### src/rtl/reorder_buffer_mw.sv
// Multi-port reorder buffer: in-order allocation at dispatch, out-of-order CDB completion,
// and in-order retirement of up to RETIRE_WIDTH entries per cycle.
module reorder_buffer_mw #(
    parameter int unsigned DEPTH        = 16,
    parameter int unsigned TAG_WIDTH    = 5,
    parameter int unsigned DATA_WIDTH   = 64,
    parameter int unsigned REG_WIDTH    = 5,
    parameter int unsigned COMMIT_PORTS = 2,
    parameter int unsigned RETIRE_WIDTH = 2
) (
    input  logic                               clk,
    input  logic                               reset,
    input  logic                               dispatch_valid,
    input  logic [REG_WIDTH-1:0]               dispatch_rd,
    input  logic                               dispatch_regwr,
    output logic                               dispatch_ready,
    output logic [TAG_WIDTH-1:0]               dispatch_tag,
    input  logic [COMMIT_PORTS-1:0]            cdb_valid,
    input  logic [COMMIT_PORTS*TAG_WIDTH-1:0]  cdb_tag,
    input  logic [COMMIT_PORTS*DATA_WIDTH-1:0] cdb_value,
    input  logic                               flush,
    input  logic [TAG_WIDTH-1:0]               lookup_tag,
    output logic                               lookup_hit,
    output logic [DATA_WIDTH-1:0]              lookup_value,
    output logic [RETIRE_WIDTH-1:0]            retire_valid,
    output logic [RETIRE_WIDTH-1:0]            retire_regwr,
    output logic [RETIRE_WIDTH*REG_WIDTH-1:0]  retire_rd,
    output logic [RETIRE_WIDTH*DATA_WIDTH-1:0] retire_value,
    output logic [RETIRE_WIDTH*TAG_WIDTH-1:0]  retire_tag,
    output logic [TAG_WIDTH-1:0]               count,
    output logic                               full,
    output logic                               empty
);

    localparam int unsigned PTR_W = (DEPTH > 1) ? $clog2(DEPTH) : 1;

    logic [DEPTH-1:0]      valid_q;
    logic [DEPTH-1:0]      ready_q;
    logic [DEPTH-1:0]      regwr_q;
    logic [REG_WIDTH-1:0]  rd_q    [DEPTH];
    logic [DATA_WIDTH-1:0] value_q [DEPTH];
    logic [PTR_W-1:0]      head_q;
    logic [PTR_W-1:0]      tail_q;
    logic [TAG_WIDTH-1:0]  count_q;

    logic                  accept;
    logic [DEPTH-1:0]      cdb_we;
    logic [DATA_WIDTH-1:0] cdb_wv  [DEPTH];
    logic [RETIRE_WIDTH-1:0] ret_ok;
    logic [PTR_W-1:0]      ret_idx [RETIRE_WIDTH];
    logic [TAG_WIDTH-1:0]  ret_n;
    logic [PTR_W-1:0]      head_next;
    logic [PTR_W-1:0]      tail_next;
    logic [PTR_W-1:0]      lookup_idx;
    logic                  lookup_in_range;

    // Status derived straight from the registered pointers
    always_comb begin
        full           = (count_q == TAG_WIDTH'(DEPTH));
        empty          = (count_q == '0);
        count          = count_q;
        dispatch_ready = !full;
        dispatch_tag   = TAG_WIDTH'(tail_q) + TAG_WIDTH'(1);
        accept         = dispatch_valid && !full && !flush;
        tail_next      = (tail_q == PTR_W'(DEPTH - 1)) ? '0 : tail_q + PTR_W'(1);
    end

    // CDB write enables per entry; scanning ports high to low lets the lowest index win
    always_comb begin
        cdb_we = '0;
        for (int k = 0; k < int'(DEPTH); k++) begin
            cdb_wv[k] = '0;
            for (int i = int'(COMMIT_PORTS) - 1; i >= 0; i--) begin
                if (cdb_valid[i] && valid_q[k] &&
                    cdb_tag[i*TAG_WIDTH +: TAG_WIDTH] == TAG_WIDTH'(k + 1)) begin
                    cdb_we[k] = 1'b1;
                    cdb_wv[k] = cdb_value[i*DATA_WIDTH +: DATA_WIDTH];
                end
            end
        end
    end

    // Longest ready run from head, capped at RETIRE_WIDTH and at the occupancy
    always_comb begin
        logic run;
        run    = 1'b1;
        ret_ok = '0;
        ret_n  = '0;
        for (int j = 0; j < int'(RETIRE_WIDTH); j++) begin
            ret_idx[j] = PTR_W'((int'(head_q) + j) % int'(DEPTH));
            if (run && (j < int'(count_q)) && valid_q[ret_idx[j]] && ready_q[ret_idx[j]]) begin
                ret_ok[j] = 1'b1;
                ret_n     = ret_n + TAG_WIDTH'(1);
            end else begin
                run = 1'b0;
            end
        end
        head_next = PTR_W'((int'(head_q) + int'(ret_n)) % int'(DEPTH));
    end

    // Operand bypass query against pre-edge state
    always_comb begin
        lookup_in_range = (lookup_tag != '0) && (lookup_tag <= TAG_WIDTH'(DEPTH));
        lookup_idx      = PTR_W'(lookup_tag - TAG_WIDTH'(1));
        lookup_hit      = 1'b0;
        lookup_value    = '0;
        if (lookup_in_range && valid_q[lookup_idx] && ready_q[lookup_idx]) begin
            lookup_hit   = 1'b1;
            lookup_value = value_q[lookup_idx];
        end
    end

    // Control state and registered retire outputs
    always_ff @(posedge clk or posedge reset) begin
        if (reset) begin
            valid_q      <= '0;
            ready_q      <= '0;
            head_q       <= '0;
            tail_q       <= '0;
            count_q      <= '0;
            retire_valid <= '0;
            retire_regwr <= '0;
            retire_rd    <= '0;
            retire_value <= '0;
            retire_tag   <= '0;
        end else if (flush) begin
            valid_q      <= '0;
            ready_q      <= '0;
            head_q       <= '0;
            tail_q       <= '0;
            count_q      <= '0;
            retire_valid <= '0;
            retire_regwr <= '0;
            retire_rd    <= '0;
            retire_value <= '0;
            retire_tag   <= '0;
        end else begin
            for (int k = 0; k < int'(DEPTH); k++) begin
                if (cdb_we[k]) ready_q[k] <= 1'b1;
            end
            for (int j = 0; j < int'(RETIRE_WIDTH); j++) begin
                retire_valid[j] <= ret_ok[j];
                if (ret_ok[j]) begin
                    valid_q[ret_idx[j]] <= 1'b0;
                    ready_q[ret_idx[j]] <= 1'b0;
                    retire_regwr[j]                          <= regwr_q[ret_idx[j]];
                    retire_rd[j*REG_WIDTH +: REG_WIDTH]      <= rd_q[ret_idx[j]];
                    retire_value[j*DATA_WIDTH +: DATA_WIDTH] <= value_q[ret_idx[j]];
                    retire_tag[j*TAG_WIDTH +: TAG_WIDTH]     <= TAG_WIDTH'(ret_idx[j]) + TAG_WIDTH'(1);
                end else begin
                    retire_regwr[j]                          <= 1'b0;
                    retire_rd[j*REG_WIDTH +: REG_WIDTH]      <= '0;
                    retire_value[j*DATA_WIDTH +: DATA_WIDTH] <= '0;
                    retire_tag[j*TAG_WIDTH +: TAG_WIDTH]     <= '0;
                end
            end
            if (accept) begin
                valid_q[tail_q] <= 1'b1;
                ready_q[tail_q] <= 1'b0;
                tail_q          <= tail_next;
            end
            head_q  <= head_next;
            count_q <= count_q + (accept ? TAG_WIDTH'(1) : TAG_WIDTH'(0)) - ret_n;
        end
    end

    // Entry payload; only meaningful while the valid bit is set
    always_ff @(posedge clk) begin
        if (!flush) begin
            for (int k = 0; k < int'(DEPTH); k++) begin
                if (cdb_we[k]) value_q[k] <= cdb_wv[k];
            end
            if (accept) begin
                regwr_q[tail_q] <= dispatch_regwr;
                rd_q[tail_q]    <= dispatch_rd;
                value_q[tail_q] <= '0;
            end
        end
    end

endmodule

### config.mk
export PLATFORM = sky130hd
export DESIGN_NAME = reorder_buffer_mw
export DESIGN_NICKNAME = d
export VERILOG_FILES = /design/src/rtl/reorder_buffer_mw.sv
export SDC_FILE = /design/constraint.sdc
export NUM_CORES = 2
export LEC_CHECK = 0
export BUFFER_PORTS_ARGS = -buffer_cell sky130_fd_sc_hd__buf_2
export CAP_MARGIN = 5
export CORE_UTILIZATION = 38
export DETAILED_ROUTE_END_ITERATION = 12
export PLACE_DENSITY = 0.56
export SYNTH_ARGS = -nofsm -noshare
export SYNTH_HDL_FRONTEND = slang
export SYNTH_SLANG_ARGS = --single-unit
### constraint.sdc
create_clock -name clk -period 13.4 [get_ports clk]
set_clock_uncertainty 0.1 [all_clocks]
set_input_delay 0.67 -clock clk [delete_from_list [all_inputs] [get_ports clk]]
set_output_delay 0.67 -clock clk [all_outputs]
set_load 0.01 [all_outputs]
# Word level (Yosys, flattened, before mapping)
# Memories as Yosys holds them, arrays and structs flattened.
# Index checks and enable logic that the tools add are counted.
# Widths: inputs -> output; s select.
dict set report totals {
  ff_bits 213
  ramBits 1104
  input_bits 155
  output_inout_bits 230
  mem_count 2
}
# name words width rd rd_clocked_by_memory_dff wr line_no
set mem_list {}
lappend mem_list {value_q 16 64 3 0 17 41} ;# logic [DATA_WIDTH-1:0] value_q [DEPTH];
lappend mem_list {rd_q 16 5 2 0 1 40} ;# logic [REG_WIDTH-1:0] rd_q [DEPTH];
dict set report op_classes {
  add_sub_neg 10
  magnitude_cmp 10
  eq_ne 34
  mux 207
  n_bitwise 10
  n_reduce_logical 83
}
# op count
set ops {}
lappend ops {{$mux 64} 35}
lappend ops {{$mux 16} 12}
lappend ops {{$mux 1} 133}
lappend ops {{$mux 128} 1}
lappend ops {{$and 16x16->16} 5}
lappend ops {{$eq 5x4->1 const B} 16}
lappend ops {{$logic_and 1x1->1} 77}
lappend ops {{$not 16->16} 3}
lappend ops {{$eq 5x3->1 const B} 8}
lappend ops {{$bmux 1 s4} 8}
lappend ops {{$mux 5} 6}
lappend ops {{$eq 5x2->1 const B} 4}
lappend ops {{$lt 4x5->1 const B} 4}
lappend ops {{$mux 10} 2}
lappend ops {{$bwmux 16} 1}
lappend ops {{$mux 4} 4}
lappend ops {{$or 16x16->16} 1}
lappend ops {{$add 4x1->5 const B} 3}
lappend ops {{$eq 5x5->1 const B} 3}
lappend ops {{$demux 1 s4} 3}
lappend ops {{$ge 4x1->1 const B} 3}
lappend ops {{$eq 5x1->1 const B} 2}
lappend ops {{$lt 1x5->1 const A} 2}
lappend ops {{$add 4x1->4 const B} 2}
lappend ops {{14 further kinds} 16}

# Logic depth before layout (Yosys ltp)
dict set report logic_depth {
  depth_word 15
  mapped_depth 23
  mapped_depth_nobuf 19
}

# Worst setup path after synthesis
# No wires, ideal clock.
dict set report synth_path {
  kind {reg2reg}
  startpoint {reg head_q[1]}
  endpoint {reg count_q[4], in the netlist count[4]}
  setup_ns 0.136
  arrival_time_ns 3.991
  path_slack_ns 9.172
  stages_incl_launch_ff 20
  n_path_buf 2
  path_cell_list {dfrtp_1 > buf_4 > inv_1 > ha_1 > buf_2 > mux4_2 > o211ai_1 > nand2_2 > a211oi_2 > ha_1 > ha_1 > inv_1 > ha_1 > inv_1 > fa_1 > inv_1 > a21oi_1 > nor2_1 > or3_1 > a21oi_1}
}
dict set report synth_between {
  elab_chain_len 11
  word_cells_on_any_way 20
  cone_classes {add/sub: 3; mux: 12; reduce/logical: 5}
}
# element line_no
set synth_rtl {}
lappend synth_rtl {{start, declared} 42} ;# logic [PTR_W-1:0] head_q;
lappend synth_rtl {{start signal, assigned} 162} ;# head_q <= head_next;
lappend synth_rtl {{parallel branches: the longest is 8 deep, another holds $add 5x1->5} -}
lappend synth_rtl {{$mux 5 (*)} 91} ;# if (run && (j < int'(count_q)) && valid_q[ret_idx[j]] && ready_q[ret_idx[j]]) begin
lappend synth_rtl {{$sub 5x5->5 (*)} 163} ;# count_q <= count_q + (accept ? TAG_WIDTH'(1) : TAG_WIDTH'(0)) - ret_n;
lappend synth_rtl {{$mux 5 (*)} 126} ;# end else if (flush) begin
lappend synth_rtl {{end signal, assigned} 163}
lappend synth_rtl {{end, declared} 44} ;# logic [TAG_WIDTH-1:0] count_q;
# Every way passes the cells marked *. The select of a mux whose other input is x is not followed.
# A chain may end at the register's enable or synchronous reset.

# Worst setup path in the final report
dict set report layout_path {
  startpoint {reg head_q[2]}
  endpoint {reg count_q[4], in the netlist count[4]}
}
# Same word-level chain as after synthesis.

==> impl_metrics.env <==
export IMPL_postLayoutCellArea_um2=89500
export IMPL_grt_pass1_wl_um=494000
export IMPL_rows=169
export IMPL_finalCriticalPeriod_ns=6.57
export IMPL_power_density_nw_per_um2=104
export IMPL_min_path_type="in -> reg"
export IMPL_viasPerCell=6.81
export IMPL_fin_nets=7203
export IMPL_utilization_pct=42.2
export IMPL_hpwl_um=188000
export IMPL_top_layer_used="met5"
export IMPL_antenna_found_initial=67
export IMPL_cts_resized=0
export IMPL_numPortBuffers=384
export IMPL_clock_latency_ns=0.83
export IMPL_io_pins=385
export IMPL_synthCells=7254
export IMPL_postPlaceCellArea_um2=84200
export IMPL_cp_required_ns=13.98
export IMPL_max_stage_delay_ns=0.91
export IMPL_p_leak_nw=30.1
export IMPL_clockRootBuffer="clkbuf_16"
export IMPL_cts_setup_buffers=0
export IMPL_synth_ff_type="dfxtp_1"
export IMPL_h_tree_depth=4
export IMPL_syn_to_final_growth_pct=10.6
export IMPL_cts_clk_slew_worst_paths_ns=0.06
export IMPL_dieArea_um2=215000
export IMPL_yosysUniqueCellTypes=67
export IMPL_slowest_stage="buf_4"
export IMPL_setup_tns_final_ns=0
export IMPL_drive_above_1_share_pct=25.2
export IMPL_rsz0062_at_grt="no"
export IMPL_critPathLaunchType="register"
export IMPL_path_cells="buf_4 > buf_4 > nor2b_1 > o2bb2ai_1 > a2111o_1 > inv_4 > nand2_2 > a211oi_2 > ha_1 > ha_1 > inv_1 > ha_1 > inv_1 > fa_1 > inv_1 > a21oi_1 > nor2_1 > or3_1 > a21oi_1"
export IMPL_wl_met1_um=133000
export IMPL_overflow=0
export IMPL_core_um2=212000
export IMPL_async_flop_share_pct=15.0
export IMPL_wirelength_um=350000
export IMPL_wl_met3_um=42500
export IMPL_setup_viol=0
export IMPL_finalCritPeriodShare_pct=49.0
export IMPL_cp_arrival_ns=7.15
export IMPL_vias=68200
export IMPL_synth_seq_area_share_pct=35.0
export IMPL_drt_iter0_drc=9289
export IMPL_synth_area_leaders="mux4_2 27%, dfxtp_1 25%, mux2i_1 13%"
export IMPL_cts_max_path_buffers=3
export IMPL_drc=0
export IMPL_yosysTopAreaCellShare_pct=26.9
export IMPL_clkSinkCount=1317
export IMPL_cts_made_buffers=156
export IMPL_synth_edf_count=96
export IMPL_critical_path_class="reg -> reg"
export IMPL_met2_length_um=155000
export IMPL_synth_avg_cell_area_um2=11.2
export IMPL_initial_core_util_pct=38.2
export IMPL_synth_cell_area_um2=80900
export IMPL_yosysWarnings=0
export IMPL_die_w_um=463
export IMPL_worst_slew_pin_slew_ns=1.40
export IMPL_die_h_um=463
export IMPL_totalPowerFinal_w=0.00933
export IMPL_max_freq_mhz=152
export IMPL_fillers=20000
export IMPL_cp_max_fo=52
export IMPL_track_usage_pct=31.6
export IMPL_critPathCaptureType="register"
export IMPL_relSlewSlack_pct=6.82
export IMPL_status="complete, no violations"
export IMPL_grt_max_degree=129
export IMPL_worst_ir_drop_vdd_mv=0.142
export IMPL_cts_hold_buf=1
export IMPL_synth_nets=7433
export IMPL_hold_viol_final=0
export IMPL_ant_nets=0
export IMPL_slew_viol_final=0
export IMPL_yosys_register_bits=1317
export IMPL_dr_pass1_iters=6
export IMPL_drt_wirelength_per_cell_um=35.0
export IMPL_grt_pass1_vias=65700
export IMPL_cap_violations=0
export IMPL_yosys_area_top_type="mux4_2"
export IMPL_gp_congestion=0.865
export IMPL_cts_tree="built"
## cell usage after synthesis, drive strengths merged, types with 4 or more instances
master,count
nand4,4
mux4,965
ha,22
a21o,8
nor4,7
xor2,4
and2,81
xnor2,10
nand3,155
inv,40
nor3,12
a22o,4
a211oi,1030
dfrtp,197
clkbuf,538
nor2,1078
a32oi,4
nor2b,13
a2111oi,6
and3,153
o21bai,10
nor3b,6
nand2,329
a31oi,12
dfxtp,1024
buf,359
a21oi,17
mux2i,1028
edfxtp,96
## path summary, 6_finish.rpt
| check | from | to | slack [ns] | cells after the start |
|---|---|---|---|---|
| max | head_q[2]$_DFF_PP0_ | count[4]$_DFF_PP0_ | 6.83 | 19 |
| min | dispatch_rd[1] | rd_q[0][1]$_DFFE_PP_ | 0.11 | 1 |
| max reg2reg | head_q[2]$_DFF_PP0_ | count[4]$_DFF_PP0_ | 6.83 | 19 |
| min reg2reg | value_q[2][14]$_SDFFE_PP0P_ | value_q[2][14]$_SDFFE_PP0P_ | 0.42 | 2 |
| max in group asynchronous | reset | retire_value[36]$_DFF_PP0_ | 11.37 | 4 |
| min in group asynchronous | reset | retire_valid[0]$_DFF_PP0_ | 0.38 | 3 |
## cell type report
type / instances / area (um^2) / area share, %
Clock buffer: 237 / 4670 / 5.22
Antenna cell: 26 / 65.1 / 0.0727
Timing Repair Buffer: 509 / 3010 / 3.36
Tap cell: 2821 / 3530 / 3.94
Inverter: 41 / 171 / 0.192
Multi-Input combinational cell: 4999 / 49100 / 54.9
Clock inverter: 54 / 599 / 0.670
Sequential cell: 1317 / 28300 / 31.6
## report_power, final
| group | internal, W | leakage [nW] | switching (W) |
|---|---|---|---|
| logic | 0.000300 | 15.7 | 0.000478 |
| clock network | 0.00252 | 2.59 | 0.00192 |
| registers | 0.00404 | 11.9 | 0.0000711 |
| total | 0.00686 | 30.1 | 0.00247 |
## registers in the layout, indices dropped and copies added, names as in the netlist
name and count:
regwr_q 16, value_q 1024, tail_q 4, retire_rd 10, head_q 4, count 5, retire_value 128, ready_q 16
valid_q 16, retire_regwr 2, retire_tag 10, rd_q 80, retire_valid 2
## stage by stage
step,instances,hold slack [ns],setup WS (ns)
final,10000,0.112,6.83
after global routing,9993,0.114,6.68
after CTS,9978,0.0696,7.02
after detailed placement,9686,0.413,7.03
after global placement,9686,0.406,6.91
after floorplan,7254,0.394,7.26
## placed cells by master, fill, tap and decap left out, types with 113 or more instances in the layout
master     count
dfxtp_1     1024
mux4_2       965
a211oi_1    1026
buf_2        383
and3_1       141
mux2i_1     1028
clkbuf_16    158
nand3_1      151
nand2_1      327
buf_4        113
dfrtp_1      193
nor2_1      1064
## metal layers
| metal | track usage [%] | up-vias |
|---|---|---|
| met2 | 48.0 | 5130 |
| met1 | 41.0 | 34500 |
| met4 | 16.0 | 36 |
| li1 | - | 27400 |
| met3 | 9.13 | 1116 |
| met5 | 0 | - |
## kinds of logic after synthesis
family / count (synthesis) / synth area share, %
adder cells (fa/ha/maj): 24 / 0.390
AND/OR/NAND/NOR: 1856 / 9.84
AO/OA/AOI/OAI: 1110 / 10.3
XOR/XNOR: 14 / 0.152
flip-flops: 1317 / 35.0
buffers and inverters: 938 / 4.75
multiplexers: 1995 / 39.6
## critical path: cells and delay by family, from the launching register on
family          cells  cell delay, ns
buf+inv             6            2.54
simple gates        4            0.62
flops               1            0.77
fa+ha+maj           4            1.21
compound gates      5            1.08
No activity file was read; power rests on OpenSTA's default activity.
